===== src/rtl/uart_tx.sv =====
// uart_tx - serial transmitter, 8N1-style frames with configurable width,
// parity and stop bits.
//
// Frame: start (0), DATA_WIDTH data bits LSB first, optional parity bit,
// STOP_BITS stop bits (1). Every bit lasts max(uart_cnt,1) clocks, with
// uart_cnt latched together with the data when the request is accepted.
//
// Ports
//   clk        rising-edge clock
//   rst_n      asynchronous active-low reset
//   uart_cnt   clocks per bit (0 is treated as 1)
//   uart_en    transmit request, taken only while idle
//   uart_din   data word, sampled with uart_en
//   uart_txd   registered serial output, idle high
//   uart_busy  high while a frame is on the line
//   uart_done  one-cycle pulse after the last stop bit
module uart_tx #(
    parameter int DATA_WIDTH = 8,
    parameter int PARITY     = 0,
    parameter int STOP_BITS  = 1
) (
    input  logic                  clk,
    input  logic                  rst_n,
    input  logic [15:0]           uart_cnt,
    input  logic                  uart_en,
    input  logic [DATA_WIDTH-1:0] uart_din,
    output logic                  uart_txd,
    output logic                  uart_busy,
    output logic                  uart_done
);

    typedef enum logic [2:0] {S_IDLE, S_START, S_DATA, S_PAR, S_STOP} state_t;

    localparam logic [3:0] LAST_DATA = 4'(DATA_WIDTH - 1);
    localparam logic [3:0] LAST_STOP = 4'(STOP_BITS - 1);

    state_t                r_state, w_state_nxt;
    logic [15:0]           r_cnt, r_period, w_period_in;
    logic [DATA_WIDTH-1:0] r_shift, w_shift_nxt;
    logic [3:0]            r_idx, w_idx_nxt;
    logic                  r_par;
    logic                  r_txd, r_busy, r_done;
    logic                  w_txd_nxt, w_busy_nxt, w_done_nxt;
    logic                  w_bit_end, w_accept;

    // Counter reaching zero marks the last clock of the current bit.
    assign w_bit_end   = (r_cnt == 16'd0);
    assign w_accept    = (r_state == S_IDLE) && uart_en;
    assign w_period_in = (uart_cnt == 16'd0) ? 16'd1 : uart_cnt;

    // State register
    always_ff @(posedge clk or negedge rst_n) begin
        if (!rst_n) r_state <= S_IDLE;
        else        r_state <= w_state_nxt;
    end

    // Next-state logic
    always_comb begin
        w_state_nxt = r_state;
        case (r_state)
            S_IDLE:  if (uart_en) w_state_nxt = S_START;
            S_START: if (w_bit_end) w_state_nxt = S_DATA;
            S_DATA:  if (w_bit_end && r_idx == LAST_DATA)
                         w_state_nxt = (PARITY != 0) ? S_PAR : S_STOP;
            S_PAR:   if (w_bit_end) w_state_nxt = S_STOP;
            S_STOP:  if (w_bit_end && r_idx == LAST_STOP) w_state_nxt = S_IDLE;
            default: w_state_nxt = S_IDLE;
        endcase
    end

    // Output / datapath next values. txd is computed one clock ahead so the
    // line itself comes straight from a flop.
    always_comb begin
        w_idx_nxt = r_idx;
        if (w_state_nxt != r_state)
            w_idx_nxt = 4'd0;
        else if (w_bit_end && (r_state == S_DATA || r_state == S_STOP))
            w_idx_nxt = r_idx + 4'd1;

        // Shift only between data bits; START->DATA presents bit 0 unshifted.
        w_shift_nxt = r_shift;
        if (r_state == S_DATA && w_bit_end)
            w_shift_nxt = r_shift >> 1;

        case (w_state_nxt)
            S_START: w_txd_nxt = 1'b0;
            S_DATA:  w_txd_nxt = w_shift_nxt[0];
            S_PAR:   w_txd_nxt = r_par;
            default: w_txd_nxt = 1'b1;
        endcase

        w_busy_nxt = (w_state_nxt != S_IDLE);
        w_done_nxt = (r_state == S_STOP) && (w_state_nxt == S_IDLE);
    end

    always_ff @(posedge clk or negedge rst_n) begin
        if (!rst_n) begin
            r_cnt    <= 16'd0;
            r_period <= 16'd0;
            r_shift  <= '0;
            r_idx    <= 4'd0;
            r_par    <= 1'b0;
            r_txd    <= 1'b1;
            r_busy   <= 1'b0;
            r_done   <= 1'b0;
        end else begin
            r_txd  <= w_txd_nxt;
            r_busy <= w_busy_nxt;
            r_done <= w_done_nxt;
            r_idx  <= w_idx_nxt;
            if (w_accept) begin
                r_period <= w_period_in;
                r_cnt    <= w_period_in - 16'd1;
                r_shift  <= uart_din;
                // Even parity = XOR of data; odd inverts it.
                r_par    <= (^uart_din) ^ (PARITY == 1);
            end else begin
                r_shift <= w_shift_nxt;
                if (r_state == S_IDLE)
                    r_cnt <= 16'd0;
                else if (w_bit_end)
                    r_cnt <= (w_state_nxt == S_IDLE) ? 16'd0 : r_period - 16'd1;
                else
                    r_cnt <= r_cnt - 16'd1;
            end
        end
    end

    assign uart_txd  = r_txd;
    assign uart_busy = r_busy;
    assign uart_done = r_done;

endmodule


===== config.mk =====
export PLATFORM = sky130hd
export DESIGN_NAME = uart_tx
export DESIGN_NICKNAME = d
export VERILOG_FILES = /design/src/rtl/uart_tx.sv
export SDC_FILE = /design/constraint.sdc
export NUM_CORES = 1
export LEC_CHECK = 0
export CORE_AREA = 2 2 107 109
export CTS_BUF_LIST = sky130_fd_sc_hd__clkbuf_4 sky130_fd_sc_hd__clkbuf_8
export DETAILED_ROUTE_END_ITERATION = 12
export DIE_AREA = 0 0 109 111
export HOLD_SLACK_MARGIN = 0.1
export PLACE_DENSITY_LB_ADDON = 0.3
export SYNTH_ARGS = -nofsm -noshare
export SYNTH_HDL_FRONTEND = slang
export SYNTH_SLANG_ARGS = --single-unit

===== constraint.sdc =====
create_clock -name clk -period 5.3 [get_ports clk]
set_input_delay 0.53 -clock clk [delete_from_list [all_inputs] [get_ports clk]]
set_output_delay 0.53 -clock clk [all_outputs]
set_load 0.02 [all_outputs]

==> flow_metrics.py, run 1 <==
metrics = {
    "synthesis": {
        "yosysSeqAreaShare_pct": 39.8,
        "synth_flop_cell": "dfrtp_1",
        "async_flop_share_pct": 100,
        "syn_area_mm2": 0.00321,
        "synth_area_leaders": "dfrtp_1, xnor2_1, nand2_1, o21ai_0, xor2_1",
        "ys_types": 52,
        "yosysTopAreaCell": "dfrtp_1",
        "yosysTopAreaCellShare_pct": 39.0,
        "synth_edf_count": 0,
        "syn_nets": 395,
        "syn_area_per_cell_um2": 8.85,
        "syn_inst": 363,
        "ys.warnings.count": 0,
        "synth-seq-cells": 51,
    },
    "sta": {
        "clock.fmax_mhz": 317,
        "setup_slack_ns": 2.14,
        "tightest_slew_ns": 1.26,
        "rsz0062_at_grt": "false",
        "layout_worst_path_cycle_share_pct": 59.6,
        "hold_viol_final": 0,
        "relSlewSlack_pct": 15.0,
        "tns_ns": 0,
        "fin_crit_ns": 3.16,
        "skew_ns": 0.00692,
        "drv_slew": 0,
        "setup_viol": 0,
    },
    "worst_setup_path": {
        "cp_num_buf_inv": 1,
        "critPathSlowestCell": "or4_1",
        "path_cells": "clkdlybuf4s50_1 > or4_1 > nor4_4 > a21oi_1 > ha_1 > or3b_2 > nor2_1 > xnor2_1 > a22oi_1 > o21ai_0",
        "crit_arrival_ns": 3.32,
        "crit_family": "simple AND/OR/NAND/NOR gates",
        "worstSetupEndpointType": "flop",
        "worstSetupPathType": "in -> reg",
        "cp_slowest_stage_delay_ns": 0.69,
        "r2r_setup_slack_ns": 2.64,
        "path_max_fanout": 7,
        "worstSetupStartpointType": "primary input",
        "required_ns": 5.46,
    },
    "clock_tree": {
        "cts_resized": 0,
        "cts_inserted_buffers": 5,
        "h-tree-depth": 2,
        "cts_tree": "done",
        "cts_hold_buf": 0,
        "post-cts-setup-buffer-count": 0,
        "clock_latency_ns": 0.32,
        "clockRootBuffer": "clkbuf_8",
        "cts_sinks": 51,
        "cts_buffer_depth": 2,
        "path_clk_slew_ns": 0.10,
    },
    "drt": {
        "vias": 2719,
        "via_per_inst": 5.12,
        "finalWirelength_um": 7920,
        "firstDrtPassIters": 4,
        "wl_per_cell_um": 14.9,
        "drt-initial-drc-count": 186,
        "drcViolationCount": 0,
        "ant_nets": 0,
    },
    "floorplan": {
        "die-area_mm2": 0.0121,
        "coreArea_mm2": 0.0111,
        "dieHeight_um": 111,
        "die-width_um": 109,
        "start_util_pct": 29.0,
        "ios": 30,
        "row_count": 39,
    },
    "layout": {
        "fin_cells": 531,
        "antenna_cells": 0,
        "drive_gt1_share_pct": 6.70,
        "nets": 419,
        "area_delta_synth_final_pct": 17.8,
    },
    "power_and_ir_drop": {
        "ir_drop_mv": 0.0911,
        "p_leak_nw": 1.49,
        "power_density_mw_per_mm2": 219,
    },
    "global_routing": {
        "grt.total_usage_pct": 14.1,
        "antenna_found_initial": 0,
        "grt_pass1_vias": 2658,
        "grt_pass1_wl_um": 13400,
        "grt_max_degree": 52,
        "grt-ovfl-total": 0,
    },
    "status": {
        "status": "completed",
    },
    "placement": {
        "hpwlAfterDp_um": 5770,
        "placed_cells": 523,
        "dp_slack_ns": 1.83,
        "gp_congestion": 0.824,
        "portBuffers": 29,
    },
    "min_path": {
        "hp-class": "in -> async",
    },
    "job": {
        "maxCapViolCount": 0,
    },
}
## kinds of logic (layout without fill, tap and decap cells)
logic type	count (synthesis)	count (layout)	synth area share [%]
AO/OA/AOI/OAI	65	65	13.0
XOR/XNOR	44	44	12.0
adder cells (fa/ha/maj)	5	5	1.95
buffers and inverters	23	48	2.77
flip-flops	51	51	39.8
multiplexers	9	9	2.80
AND/OR/NAND/NOR	166	166	27.7
## worst paths after layout
check                              from  cells past startpoint         to
min in group clk                  r_par                      2      r_par
max                        uart_cnt[10]                     10   r_cnt[8]
min                               rst_n                      2  r_cnt[13]
max reg2reg                 r_period[6]                      5  r_cnt[15]
max in group asynchronous         rst_n                      2   r_cnt[6]
min reg2reg                       r_par                      2      r_par
## Yosys cell counts (3+ instances only)
master,n
nand2_1,67
o221ai_1,7
a21oi_1,8
o21ai_0,25
inv_1,8
clkbuf_1,13
or4_1,4
nand4b_1,3
ha_1,5
nor3_1,14
or3_1,4
nand2b_1,4
xor2_1,13
nor2_1,25
xnor2_1,31
nand4_1,5
o31ai_1,4
a21o_1,5
nor4_1,6
mux2i_1,9
dfrtp_1,50
nand3_1,8
nor3b_1,5
or3b_2,3
## placed cells by master, fill, tap and decap left out, types with 9 or more instances in the layout
cell type / n
nor2_1: 25
o21ai_0: 24
nand2_1: 67
xnor2_1: 31
clkdlybuf4s50_1: 28
mux2i_1: 9
xor2_1: 13
dfrtp_1: 50
nor3_1: 14
## where the power goes
group | internal (mW) | switching, mW
Clock | 0.188 | 0.139
Combinational | 0.0426 | 0.0433
Sequential | 0.402 | 0.0137
Total | 0.633 | 0.196
## registers in the layout (all words and copies together), names as in the netlist
| register | cells |
|---|---|
| r_cnt | 16 |
| r_period | 16 |
| uart_txd | 1 |
| r_shift | 8 |
| r_state | 3 |
| r_par | 1 |
| uart_done | 1 |
| uart_busy | 1 |
| r_idx | 4 |
## metal layers
layer  vias up  global-route usage [%]  routed length [um]
met3         7                    2.76                 313
met5         -                       0                   0
met2        58                    22.5                3860
met1      1312                    18.7                3640
li1       1342                       -                   -
met4         0                    4.96                 104
## metrics by stage
step                      util, %  hold WS (ns)  cell area [um2]  total power [mW]
final                        34.2         0.330             3780             0.829
after global routing         34.2         0.383             3780             0.867
after CTS                    34.2         0.352             3780             0.845
after detailed placement     32.9         0.521             3650             0.510
after global placement       32.9         0.495             3650             0.508
after floorplan                 -         0.234             3210             0.460
## area by class of cell
| type | instances | area [um2] |
|---|---|---|
| inverter | 8 | 30.0 |
| multi-input combinational | 289 | 1850 |
| clock buffer | 5 | 68.8 |
| tap | 143 | 179 |
| clock inverter | 3 | 67.6 |
| timing repair buffer | 32 | 308 |
| sequential | 51 | 1280 |
| fill | 1148 | 7290 |
Power figures use the tool's default switching activity.
==> inputs of run 2 (changes only) <==
==> constraint.sdc (replaced) <==
create_clock -name clk -period 2.6 [get_ports clk]
set_input_delay 0.26 -clock clk [delete_from_list [all_inputs] [get_ports clk]]
set_output_delay 0.26 -clock clk [all_outputs]
set_load 0.02 [all_outputs]
==> flow_metrics.py, run 2 (synthesis gave the netlist of run 1 again) <==
metrics = {
    "layout": {
        "nets": 449,
        "fillCellCount": 1136,
        "top_regs": "r_cnt x16, r_period x16, r_shift x8",
        "drive_gt1_share_pct": 13.4,
        "area_delta_synth_final_pct": 23.8,
        "fin_util_pct": 35.9,
        "mostFrequentLayoutCell": "nand2_1",
        "antenna_cells": 0,
        "most-common-layout-cells": "nand2_1, dfrtp_1, buf_4, xnor2_1, clkdlybuf4s50_1",
        "fin_area_mm2": 0.00398,
    },
    "global_routing": {
        "grt_pass1_vias": 2903,
        "grt_max_degree": 38,
        "antenna_found_initial": 0,
        "grt_pass1_wl_um": 14300,
        "grt.total_usage_pct": 15.1,
        "grt-ovfl-total": 0,
    },
    "power_and_ir_drop": {
        "p_seq_share_pct": 54.9,
        "p_clk_share_pct": 32.0,
        "ir_drop_mv": 0.276,
        "power.total_mw": 1.54,
        "power_density_mw_per_mm2": 389,
        "swShare_pct": 27.4,
        "p_leak_nw": 1.61,
        "p_comb_share_pct": 13.1,
        "switchingPower_mw": 0.424,
        "p_int_mw": 1.12,
    },
    "sta": {
        "setup_viol": 0,
        "tightest_slew_ns": 0.675,
        "relSlewSlack_pct": 54.9,
        "whs_ns": 0.413,
        "fin_crit_ns": 2.33,
        "clock.fmax_mhz": 429,
        "layout_worst_path_cycle_share_pct": 89.7,
        "rsz0062_at_grt": "false",
        "hold_viol_final": 0,
        "drv_slew": 0,
        "skew_ns": 0.00247,
        "setup_slack_ns": 0.267,
    },
    "drt": {
        "firstDrtPassIters": 4,
        "via_per_inst": 5.01,
        "finalWirelength_um": 8310,
        "ant_nets": 0,
        "drcViolationCount": 0,
        "vias": 2812,
        "wl_per_cell_um": 14.8,
        "drt-initial-drc-count": 120,
    },
    "placement": {
        "hpwlAfterDp_um": 6330,
        "gp_congestion": 0.839,
        "place_area_mm2": 0.00387,
        "dp_slack_ns": -0.0604,
        "portBuffers": 29,
    },
    "floorplan": {
        "ios": 30,
        "row_count": 39,
        "die-area_mm2": 0.0121,
        "coreArea_mm2": 0.0111,
        "die-width_um": 109,
        "start_util_pct": 29.0,
        "dieHeight_um": 111,
    },
    "clock_tree": {
        "path_clk_slew_ns": 0.10,
        "cts_sinks": 51,
        "cts_inserted_buffers": 5,
        "clockRootBuffer": "clkbuf_8",
        "cts_tree": "done",
        "h-tree-depth": 2,
        "clock_latency_ns": 0.32,
        "cts_buffer_depth": 2,
    },
    "worst_setup_path": {
        "crit_arrival_ns": 2.56,
        "worstSetupStartpointType": "primary input",
        "worstSetupPathType": "in -> reg",
        "worstSetupEndpointType": "flop",
        "required_ns": 2.83,
        "r2r_setup_slack_ns": 0.36,
        "path_max_fanout": 6,
    },
    "status": {
        "status": "completed",
    },
    "min_path": {
        "hp-class": "in -> async",
    },
    "job": {
        "maxCapViolCount": 0,
    },
}
==> run 2: layout make-up <==
type | count | area [um2] | area share [%]
clock buffer | 5 | 68.8 | 1.73
clock inverter | 3 | 23.8 | 0.598
inverter | 8 | 30.0 | 0.755
multi-input combinational | 289 | 1860 | 46.8
sequential | 51 | 1280 | 32.1
tap | 143 | 179 | 4.50
timing repair buffer | 62 | 536 | 13.5
==> run 2: final timing paths <==
check                                   from            to  cells after the start
worst min-delay path                   rst_n  r_period[13]                      2
worst max-delay path             uart_cnt[9]     r_cnt[12]                     10
worst max register to register     r_cnt[11]    r_shift[6]                      5
max in group asynchronous              rst_n     r_cnt[14]                      3
worst min register to register  r_period[14]  r_period[14]                      2
min in group clk                r_period[14]  r_period[14]                      2
==> run 2: timing repair <==
action,in CTS,in global routing
hold endpoints to repair,15,0
buffers inserted,0,0
setup endpoints to repair,0,6
hold buffers,1,0
resized for setup,0,1
==> run 2: layer usage <==
metal  share of wire [%]  vias to the layer above  wire length, um  global-route usage (%)
li1                    -                     1398                -                       -
met1                  45                     1351             3740                    19.6
met2                  49                       54             4100                    25.2
met3                 4.1                        9              339                    2.41
met4                 1.5                        0              122                    4.87
met5                   0                        -                0                       0
==> run 2: metrics by stage <==
step           std cells  TNS [ns]
2_1_floorplan        363         0
4_1_cts              561         0
3_5_place_dp         552    -0.212
5_1_grt              561         0
3_3_place_gp         552   -0.0267
6_report             561         0
==> run 2: power by group through the flow <==
stage	combinational, mW	clock [mW]	sequential [mW]
finish	0.202	0.495	0.848
global route	0.226	0.558	0.852
CTS	0.205	0.516	0.847
detailed placement	0.203	0	0.863
global placement	0.202	0	0.861
floorplan	0.0842	0	0.854
==> run 2: critical path: stages <==
cell             delay [ns]
clkdlybuf4s50_1        0.47
or4_1                  0.19
nor4_4                 0.05
a21oi_1                0.20
ha_1                   0.19
or3b_2                 0.52
nor4_1                 0.32
xor2_1                 0.20
nand2_1                0.07
o31ai_1                0.08
